**config.mk**
```make
export PLATFORM = sky130hd
export DESIGN_NAME = instr_fetch_seq
export DESIGN_NICKNAME = d
export VERILOG_FILES = /design/src/rtl/cpu_pkg.sv /design/src/rtl/fetch_pc_reg.sv /design/src/rtl/instr_fetch_seq.sv
export SDC_FILE = /design/constraint.sdc
export NUM_CORES = 1
export LEC_CHECK = 0
export CAP_MARGIN = 20
export CORE_MARGIN = 5
export CORE_UTILIZATION = 50
export CTS_BUF_LIST = sky130_fd_sc_hd__clkbuf_4
export DETAILED_ROUTE_END_ITERATION = 7
export PLACE_DENSITY = 0.95
export REMOVE_ABC_BUFFERS = 1
export SYNTH_ARGS = -nofsm -noshare
export SYNTH_HDL_FRONTEND = slang
export SYNTH_SLANG_ARGS = --single-unit
```
**constraint.sdc**
```tcl
create_clock -name Clk -period 3.72 [get_ports Clk]
set_input_delay 0.744 -clock Clk [delete_from_list [all_inputs] [get_ports Clk]]
set_output_delay 0.744 -clock Clk [all_outputs]
set_load 0.02 [all_outputs]
```
**src/rtl/cpu_pkg.sv**
```systemverilog
// Definitions shared by the fetch sequencer and the control unit: the opcode
// encodings and the fetch FSM state type.
package cpu_pkg;

  localparam logic [2:0] OP_NOP  = 3'b000;
  localparam logic [2:0] OP_HALT = 3'b001;
  localparam logic [2:0] OP_REG0 = 3'b010;
  localparam logic [2:0] OP_REG1 = 3'b011;
  localparam logic [2:0] OP_REG2 = 3'b100;
  localparam logic [2:0] OP_REG3 = 3'b101;
  localparam logic [2:0] OP_MEMW = 3'b110;
  localparam logic [2:0] OP_JMP  = 3'b111;

  typedef enum logic [2:0] {
    IDLE,
    FETCH,
    ISSUE,
    EXEC,
    HALTED
  } fetch_state_t;

  function automatic logic is_halt(input logic [2:0] op);
    return op == OP_HALT;
  endfunction

  function automatic logic is_jmp(input logic [2:0] op);
    return op == OP_JMP;
  endfunction

endpackage

```
**src/rtl/fetch_pc_reg.sv**
```systemverilog
// Program counter: a synchronous load takes priority over the increment, and the
// increment wraps from all-ones back to zero.
module fetch_pc_reg #(
  parameter int WIDTH = 8
) (
  input  logic             clk,
  input  logic             rst,
  input  logic             inc,
  input  logic             load,
  input  logic [WIDTH-1:0] load_val,
  output logic [WIDTH-1:0] pc
);

  // NOTE: sequential state uses non-blocking assignments so every flop samples pre-edge values.
  always_ff @(posedge clk or posedge rst) begin
    if (rst) begin
      pc <= '0;
    end else if (load) begin
      pc <= load_val;
    end else if (inc) begin
      pc <= pc + WIDTH'(1);
    end
  end

endmodule

```
**src/rtl/instr_fetch_seq.sv**
```systemverilog
// Instruction fetch/issue sequencer: fetches over req/ack, holds the word in IR,
// issues a one-cycle En pulse per instruction and paces the next fetch.
module instr_fetch_seq
  import cpu_pkg::*;
#(
  parameter int ADDR_WIDTH  = 8,
  parameter int INSTR_WIDTH = 8,
  parameter int EXEC_CYCLES = 2
) (
  input  logic                   Clk,
  input  logic                   Reset,
  input  logic                   Start,
  input  logic                   Stall,
  input  logic                   Imem_ack,
  input  logic [INSTR_WIDTH-1:0] Imem_data,
  output logic                   Imem_req,
  output logic [ADDR_WIDTH-1:0]  Imem_addr,
  output logic [2:0]             Opcode,
  output logic [INSTR_WIDTH-4:0] Operand,
  output logic                   En,
  output logic [ADDR_WIDTH-1:0]  PC,
  output logic                   Busy,
  output logic                   Halted
);

  localparam int CNT_W = (EXEC_CYCLES > 1) ? $clog2(EXEC_CYCLES) : 1;
  localparam logic [CNT_W-1:0] EXEC_LOAD = CNT_W'(EXEC_CYCLES - 1);

  fetch_state_t           state;
  logic [INSTR_WIDTH-1:0] ir;
  logic                   en_q;
  logic                   req_q;
  logic [CNT_W-1:0]       exec_cnt;

  logic                   fetch_done;
  logic [INSTR_WIDTH-1:0] issue_word;
  logic [2:0]             issue_op;
  logic [INSTR_WIDTH-4:0] issue_operand;
  logic                   issue_go;
  logic                   pc_load;
  logic [ADDR_WIDTH-1:0]  pc;

  // The word being decided on is the arriving one on the ack edge, else the held IR.
  assign fetch_done    = (state == FETCH) && Imem_ack;
  assign issue_word    = (state == FETCH) ? Imem_data : ir;
  assign issue_op      = issue_word[INSTR_WIDTH-1 -: 3];
  assign issue_operand = issue_word[INSTR_WIDTH-4:0];

  // NOTE: every signal assigned in always_comb gets a default first so no latch is inferred.
  always_comb begin
    issue_go = 1'b0;
    if (fetch_done) begin
      issue_go = !Stall && !is_halt(issue_op);
    end else if (state == ISSUE && !en_q) begin
      issue_go = !Stall && !is_halt(issue_op);
    end
  end

  // A JMP loads its target on the same edge that raises En, overriding the increment.
  assign pc_load = issue_go && is_jmp(issue_op);

  fetch_pc_reg #(
    .WIDTH(ADDR_WIDTH)
  ) u_pc (
    .clk      (Clk),
    .rst      (Reset),
    .inc      (fetch_done),
    .load     (pc_load),
    .load_val (ADDR_WIDTH'(issue_operand)),
    .pc       (pc)
  );

  always_ff @(posedge Clk or posedge Reset) begin
    if (Reset) begin
      state    <= IDLE;
      ir       <= '0;
      en_q     <= 1'b0;
      req_q    <= 1'b0;
      exec_cnt <= '0;
    end else begin
      en_q <= issue_go;
      unique case (state)
        IDLE, HALTED: begin
          if (Start) begin
            state <= FETCH;
            req_q <= 1'b1;
          end
        end
        FETCH: begin
          if (Imem_ack) begin
            ir    <= Imem_data;
            req_q <= 1'b0;
            state <= ISSUE;
          end
        end
        ISSUE: begin
          // en_q high means the issue pulse is on this cycle; otherwise wait out Stall.
          if (en_q) begin
            state    <= EXEC;
            exec_cnt <= EXEC_LOAD;
          end else if (!Stall && is_halt(ir[INSTR_WIDTH-1 -: 3])) begin
            state <= HALTED;
          end
        end
        EXEC: begin
          if (exec_cnt == '0) begin
            state <= FETCH;
            req_q <= 1'b1;
          end else begin
            exec_cnt <= exec_cnt - CNT_W'(1);
          end
        end
        default: begin
          state <= IDLE;
          req_q <= 1'b0;
        end
      endcase
    end
  end

  assign Imem_req  = req_q;
  assign Imem_addr = pc;
  assign PC        = pc;
  assign Opcode    = ir[INSTR_WIDTH-1 -: 3];
  assign Operand   = ir[INSTR_WIDTH-4:0];
  assign En        = en_q;
  assign Busy      = (state == FETCH) || (state == ISSUE) || (state == EXEC);
  assign Halted    = (state == HALTED);

endmodule

```
# Yosys cells after proc, flatten, opt, wreduce, memory -nomap -nowiden

Cells that the tools add are included.

Bitwise operators: 1
Reductions and logical operators: 18
Mux-type cells: 18
Equal/unequal tests: 12
Add/subtract/negate cells: 2

Operators with widths:

| cell                                                            | count |
|---|---|
| 8-bit 2-to-1 mux                                                | 3 |
| 3-bit 2-to-1 mux                                                | 5 |
| 3-bit one-hot mux with 4 select lines                           | 1 |
| 3-bit by 1-bit == test with 1-bit output, second input constant | 3 |
| 8-bit by 1-bit adder with 8-bit output, second input constant   | 1 |
| 2-bit != test, second input constant                            | 4 |
| 4-bit AND reduction                                             | 2 |
| 1-bit 2-to-1 mux                                                | 7 |
| 3-bit by 2-bit == test with 1-bit output, second input constant | 2 |
| 3-bit == test, second input constant                            | 2 |
| 1-bit logical AND                                               | 5 |
| 1-bit one-hot mux with 4 select lines                           | 1 |
| 2-bit AND reduction                                             | 2 |
| 2-bit nonzero test                                              | 2 |
| 1-bit zero test                                                 | 3 |
| 3-bit zero test                                                 | 1 |
| 3-bit != test, second input constant                            | 1 |
| 1-bit logical OR                                                | 2 |
| 1-bit one-hot mux with 2 select lines                           | 1 |
| 2-bit OR reduction                                              | 1 |
| 1-bit NOT                                                       | 1 |
| 1-bit subtractor, second input constant                         | 1 |

Word-level logic and storage cells: 57
Output and inout port bits: 28
Bits of input ports: 13
Register bits: 22

# Logic depth before layout (Yosys ltp)

Gate-level depths: netlist (run 1).

Depth in word-level cells: 9
Depth in mapped cells: 6
Depth with buffers taken out: 4

# By module

A second synthesis (run 1) with hierarchy kept.

Cell total of the unflattened synthesis: 130
Area, all modules: 1,342.5 µm²

By module, submodules not included:

| module          | instances | cells each | area an instance (µm²) | seq. area each (µm²) |
|---|---|---|---|---|
| instr_fetch_seq | 1         | 80         | 897.1                  | 350.3 |
| fetch_pc_reg    | 1         | 50         | 445.4                  | 200.2 |

# Worst setup path before layout (run 1)

No wires, ideal clock.

Kind: register -> register
From: register state[0]
To: register u_pc.pc[0]
Buffers on the path: 1
Data arrival time: 1.787 ns
Clock period less this slack: 1.866 ns
Setup slack: 1.854 ns
Cell stages (with the launch flop): 6
Data required time: 3.641 ns
Setup time: 0.079 ns
Cell sequence: dfrtp_1 buf_8 or3b_1 a211o_1 nor4_4 mux2i_1

Longest elaborated chain between the ends: 9
Elaborated cells between the ends (all ways): 14
Those cells by class: 4 x eq/ne; 4 x mux; 6 x reduce/logical

RTL lines:

| what                                                   | RTL line                                     | text |
|---|---|---|
| start, declared                                        | instr_fetch_seq.sv:29                        | `fetch_state_t state;` |
| start signal, assigned                                 | instr_fetch_seq.sv:75                        | `state <= IDLE;` |
| start signal, assigned                                 | instr_fetch_seq.sv:85                        | `state <= FETCH;` |
| start signal, assigned                                 | instr_fetch_seq.sv:93                        | `state <= ISSUE;` |
| 3-bit by 1-bit == test with 1-bit output               | instr_fetch_seq.sv:44, instr_fetch_seq.sv:45 |  |
| 8-bit 2-to-1 mux                                       | instr_fetch_seq.sv:45                        | `assign issue_word = (state == FETCH) ? Imem_data : ir;` |
| 3-bit by 1-bit == test with 1-bit output               | cpu_pkg.sv:23                                | `return op == OP_HALT;` |
| 1-bit zero test                                        | instr_fetch_seq.sv:53, instr_fetch_seq.sv:55 |  |
| 1-bit logical AND                                      | instr_fetch_seq.sv:53, instr_fetch_seq.sv:55 |  |
| 1-bit 2-to-1 mux                                       | instr_fetch_seq.sv:54                        | `end else if (state == ISSUE && !en_q) begin` |
| 1-bit 2-to-1 mux                                       | instr_fetch_seq.sv:52                        | `if (fetch_done) begin` |
| 1-bit logical AND                                      | instr_fetch_seq.sv:60                        | `assign pc_load = issue_go && is_jmp(issue_op);` |
| 8-bit 2-to-1 mux or 2-bit nonzero test (tied branches) | -                                            |  |
| end signal, assigned                                   | fetch_pc_reg.sv:19                           | `pc <= load_val;` |
| end signal, assigned                                   | fetch_pc_reg.sv:21                           | `pc <= pc + WIDTH'(1);` |
| end, declared                                          | fetch_pc_reg.sv:11                           | `output logic [WIDTH-1:0] pc` |

Several ways; a longest one is shown, not always the timed one.
A chain may end at the register's enable or synchronous reset.

# Worst setup path after layout (run 1)

From: register state[1]
To: output Halted

Longest elaborated chain between the ends: 1

RTL lines:

| what          | RTL line               | text |
|---|---|---|
| 3-bit == test | instr_fetch_seq.sv:128 | `assign Halted = (state == HALTED);` |
| end, declared | instr_fetch_seq.sv:23  | `output logic Halted` |

No other way between the ends.

==> results of run 1 <==
[cell usage in the layout, fill, tap and decap left out, types with 3 or more instances in the layout]
cell type,Yosys,final
nand2_1,4,4
a21oi_1,5,5
xor2_1,6,6
dfrtp_1,22,22
mux2_2,8,8
nand4_1,4,4
inv_1,3,3
mux2i_1,13,13
nor2_1,6,6
clkdlybuf4s50_1,0,40
o21ai_0,3,3
clkbuf_4,0,3
[critical path: cells and delay by family (launching register included)]
kind | cells | cell delay [ns]
DFF | 1 | 0.49
buffers and inverters | 2 | 0.67
and+or+nand+nor | 2 | 0.35
[power breakdown]
part | internal, uW | switching, uW | total [uW]
clock network | 109 | 78.5 | 188
registers | 337 | 122 | 459
logic | 388 | 387 | 776
[flip-flops by register name (all words and copies together) (netlist names)]
| signal | cells |
|---|---|
| u_pc.pc | 8 |
| ir | 8 |
| state | 3 |
| exec_cnt | 1 |
| En | 1 |
| Imem_req | 1 |
[path summary, 6_finish.rpt]
kind                                from          to  cells after the start
worst max-delay path            state[1]      Halted                      4
worst min-delay path               ir[1]       ir[1]                      1
worst max register to register  state[0]  u_pc.pc[2]                      4
worst min register to register     ir[1]       ir[1]                      1
max in group asynchronous          Reset  u_pc.pc[1]                      2
min in group asynchronous          Reset  u_pc.pc[6]                      2
[metal layers]
metal,up-vias,global-route usage [%],routed length (um)
met5,-,0,0
met4,0,7.91,78
met3,9,3.70,176
met2,34,29.5,1400
met1,465,20.8,1080
li1,431,-,-
[layout make-up]
class | count | area [sq um]
flip-flops and latches | 22 | 551
well taps | 30 | 37.5
multi-input cells | 69 | 557
fillers | 176 | 801
inverters | 3 | 11.3
clock buffers | 3 | 22.5
clock inverters | 1 | 30.0
repair buffers | 40 | 400
[per-stage QoR]
stage,std cells,setup slack (ns)
global placement,164,1.28
CTS,168,1.16
global route,168,1.03
floorplan,94,1.60
finish,168,1.15
detailed placement,164,1.18
[cells by family (layout without fill, tap and decap cells)]
kind of cell    after synthesis  count (layout)  synth area share [%]
fa+ha+maj                     1               1                  1.02
xor+xnor                      7               7                  4.98
simple gates                 27              27                  14.2
compound gates               12              12                  6.00
buf+inv                      16              47                  10.1
mux                          22              22                  19.0
flops                        22              22                  44.7
==> results.toml, run 1 <==
[routing]
wire_per_inst_um = 16.3
vias = 939
drt-vias-per-instance = 5.59
ant_nets = 0
drcViolationCount = 0
first_pass_iters = 4
drt_iter0_markers = 25
routed_wl_mm = 2.74

[logic_synthesis]
synth_common_cells = "dfrtp_1, mux2i_1, buf_4, mux2_2"
synth_cells = 107
synth_edf_count = 0
synth-async-reset-ratio_pct = 100
yosysSeqAreaShare_pct = 44.7
yosys.area.top_type = "dfrtp_1"
synth_area_leaders = "dfrtp_1, mux2i_1, mux2_2, buf_4, xor2_1"
synth_seq_cells = 22
yosys.area.top_type_share_pct = 44.7
synth.most_common_cell = "dfrtp_1"
ys.flop_type = "dfrtp_1"
syn_avg_cell_area_sq_um = 11.5
syn_area_sq_mm = 0.00123
synth_warnings = 0
yosysUniqueCellTypes = 31

[worst_setup_path]
arrival_ns = 1.83
worstPathRequired_ns = 2.98
r2r_setup_slack_ns = 1.21
path_cells = "nor2_1 -> nand2_1 -> inv_1 -> clkdlybuf4s50_1"
cp-start-kind = "flip-flop"
worstSetupPathType = "flip-flop to primary output"
cpPeakStageDelay_ns = 0.60
endpoint_kind = "primary output"
cp_slowest_cell = "clkdlybuf4s50_1"
worstPathMaxFanout = 8

[global_routing]
overflow = 0
grt_max_degree = 23
grt_first_pass_wirelength_mm = 4.55
first_global_vias = 988
antenna_found_initial = 0
grtUsageTotal_pct = 17.3

[sta]
tightestPinTransition_ns = 0.819
hold_slack_ns = 0.558
clock_skew_ns = 0.00943
relSlewSlack_pct = 45.3
fin_crit_sh_pct = 69.1
setup_viol = 0
period_minus_slack_ns = 2.57
fmax_mhz = 389
fin_setup_tns_ns = 0
rsz0062_at_grt = "no"
slew_violations = 0
hold_violations = 0

[pwr]
finalPower_uw = 1420
power.density_mw_per_mm2 = 884
p_leak_uw = 0.000665
max-vdd-ir-drop_mv = 0.566

[floorplan]
start_util_pct = 51.1
num_rows = 18
core_area_sq_mm = 0.00241
io_pins = 41
die_y_um = 59.6
dieArea_sq_mm = 0.00355
die_w_um = 59.6

[placement]
placed_area_sq_mm = 0.00156
portBuffers = 40
place.gp.congestion = 0.754
hpwl_mm = 2.10

[clock_network]
clk_pin_slew_ns = 0.13
ctsHoldBuffers = 0
clkLatencyLatePin_ns = 0.32
htreeDepth = 1
cts_sinks = 22
cts_tree = "built"
cts_made_buffers = 3
max-clock-path-buffers = 2
cts_root_buf = "clkbuf_4"
post_cts_buffers = 0
cts-resized-gates = 0

[cells_and_area]
fin_nets = 153
area_growth_pct = 30.7
post-route-util_pct = 66.8
post-route-cell-area_sq_mm = 0.00161
n_antenna_cell = 0
drive_above_1_share_pct = 11.6

[hold_path]
hp-class = "flip-flop to flip-flop"

[outcome]
status = "completed"

[flow_run]
drv_cap = 0
Note: power is estimated with default switching activity, not from simulation.
==> inputs of run 2 (changes only) <==
--- a/config.mk
+++ b/config.mk
@@ -7,10 +7,10 @@
 export LEC_CHECK = 0
 export CAP_MARGIN = 20
 export CORE_MARGIN = 5
-export CORE_UTILIZATION = 50
+export CORE_UTILIZATION = 47
 export CTS_BUF_LIST = sky130_fd_sc_hd__clkbuf_4
 export DETAILED_ROUTE_END_ITERATION = 7
-export PLACE_DENSITY = 0.95
+export PLACE_DENSITY = 0.93
 export REMOVE_ABC_BUFFERS = 1
 export SYNTH_ARGS = -nofsm -noshare
 export SYNTH_HDL_FRONTEND = slang
==> constraint.sdc (replaced) <==
create_clock -name Clk -period 2.37 [get_ports Clk]
set_input_delay 0.474 -clock Clk [delete_from_list [all_inputs] [get_ports Clk]]
set_output_delay 0.474 -clock Clk [all_outputs]
set_load 0.02 [all_outputs]
==> run 2 against run 1 <==
Effect of this change:
- register-to-register slack worse by 0.77 ns
- routed wire length down 2.3%
- sequential share of layout area rose by 0.13 points
- clock power decreased by 3%
- largest power group unchanged
- sequential power is 58% higher
- final area about the same
==> results.toml, run 2 (synthesized netlist as in run 1, its figures left out) <==
[outcome]
status = "completed"

[pwr]
power.internal_uw = 1220
power.density_mw_per_mm2 = 1320
clkPwrFrac_pct = 8.5
max-vdd-ir-drop_mv = 0.917
finalPower_uw = 2130
combPwrFrac_pct = 57.4
p_leak_uw = 0.000666
sw_frac_of_total_pct = 42.7
seqPwrFrac_pct = 34.0
p_sw_uw = 908

[floorplan]
core_area_sq_mm = 0.00250
start_util_pct = 49.2
io_pins = 41
num_rows = 18
die_w_um = 61.2
die_y_um = 61.2
dieArea_sq_mm = 0.00374

[placement]
portBuffers = 40
place.gp.congestion = 0.764
placed_area_sq_mm = 0.00158
hpwl_mm = 2.02

[sta]
clock_skew_ns = 0.0135
hold_violations = 0
slew_violations = 0
tightestPinTransition_ns = 0.422
relSlewSlack_pct = 71.7
hold_slack_ns = 0.468
rsz0062_at_grt = "no"
fin_crit_sh_pct = 92.9
fmax_mhz = 454
setup_viol = 0
period_minus_slack_ns = 2.20
fin_setup_tns_ns = 0

[global_routing]
antenna_found_initial = 0
grt_first_pass_wirelength_mm = 4.58
grt_max_degree = 23
grtUsageTotal_pct = 16.6
overflow = 0
busiest_layer = "met2"
grt_use_met1_pct = 20.2
grt_use_met3_pct = 3.98
first_global_vias = 991
grt_use_met2_pct = 27.8

[clock_network]
ctsHoldBuffers = 0
max-clock-path-buffers = 2
htreeDepth = 1
cts_sinks = 22
clkLatencyLatePin_ns = 0.32
cts_root_buf = "clkbuf_4"
post_cts_buffers = 0
cts_tree = "built"
clk_pin_slew_ns = 0.13
cts_made_buffers = 3

[worst_setup_path]
endpoint_kind = "primary output"
arrival_ns = 1.73
worstPathMaxFanout = 10
cp-start-kind = "flip-flop"
path_cells = "nor2_2 -> nand2_1 -> inv_1 -> clkdlybuf4s50_1"
cpPeakStageDelay_ns = 0.59
worstPathRequired_ns = 1.90
cp_slowest_cell = "clkdlybuf4s50_1"
worstSetupPathType = "flip-flop to primary output"

[cells_and_area]
layout_common_cells = "clkdlybuf4s50_1, dfrtp_1, mux2i_1, mux2_2, xor2_1"
area_growth_pct = 30.8
final_common_cell = "clkdlybuf4s50_1"
n_antenna_cell = 0
fin_nets = 156
post-route-cell-area_sq_mm = 0.00161
reg_top3 = "ir x8, u_pc.pc x8, state x3"
drive_above_1_share_pct = 14.9

[routing]
drcViolationCount = 0
ant_nets = 0
vias = 933
routed_wl_mm = 2.68
drt-vias-per-instance = 5.46
first_pass_iters = 6
drt_iter0_markers = 18
wire_per_inst_um = 15.7

[hold_path]
hp-class = "primary input to asynchronous set/reset pin"

[flow_run]
drv_cap = 0
[run 2: metrics by stage]
step	utilization, %	instances	setup WS, ns
2_1_floorplan	-	94	0.254
4_1_cts	64.2	171	0.0660
3_5_place_dp	63.2	167	0.334
3_3_place_gp	63.2	167	0.363
5_1_grt	64.4	171	0.0281
6_report	64.4	171	0.168
[run 2: final timing paths]
kind	to	slack (ns)	startpoint	cells after the start
max in group asynchronous	state[1]	1.67	Reset	3
min in group Clk	ir[1]	0.55	ir[1]	1
setup / recovery	Halted	0.17	state[0]	4
hold / removal	u_pc.pc[6]	0.47	Reset	3
setup reg to reg	u_pc.pc[3]	0.44	state[2]	5
hold reg to reg	ir[1]	0.55	ir[1]	1
[run 2: cell type report]
type	instances	area, sq um
clock buffers	3	22.5
fillers	204	890
repair buffers	43	423
well taps	30	37.5
multi-input cells	69	559
inverters	3	11.3
flip-flops and latches	22	553
clock inverters	1	3.75
[run 2: timing repair]
action	4_1_cts	5_1_grt
endpoints found under the hold margin	0	0
endpoints found under the setup margin	0	1
resized for setup	0	3
[run 2: power by group through the flow]
| stage | Clock [uW] | Combinational [uW] | Sequential, uW |
|---|---|---|---|
| floorplan | 0 | 500 | 903 |
| global placement | 0 | 1190 | 706 |
| detailed placement | 0 | 1220 | 722 |
| CTS | 185 | 1230 | 716 |
| global route | 204 | 1310 | 757 |
| finish | 182 | 1220 | 724 |
[run 2: critical path: cells and delay by family, from the launching register on]
kind	cells	cell delay (ns)
and+or+nand+nor	2	0.25
buffers and inverters	2	0.66
DFF	1	0.50
[run 2: metal layers]
layer  vias up  part of all wire, %  routed length [um]
li1        434                    -                   -
met1       456                   41                1110
met2        36                   50                1330
met3         7                  6.5                 174
met4         0                  2.4                  65
met5         -                    0                   0
==> inputs of run 3 (changes only) <==
--- a/config.mk
+++ b/config.mk
@@ -5,10 +5,11 @@
 export SDC_FILE = /design/constraint.sdc
 export NUM_CORES = 1
 export LEC_CHECK = 0
-export CAP_MARGIN = 20
+export ABC_CLOCK_PERIOD_IN_PS = 2370
 export CORE_MARGIN = 5
 export CORE_UTILIZATION = 47
 export CTS_BUF_LIST = sky130_fd_sc_hd__clkbuf_4
+export CTS_CLUSTER_SIZE = 16
 export DETAILED_ROUTE_END_ITERATION = 7
 export PLACE_DENSITY = 0.93
 export REMOVE_ABC_BUFFERS = 1
==> results of run 3 <==
The final DEF is identical to that of run 2; final timing and power are the same.
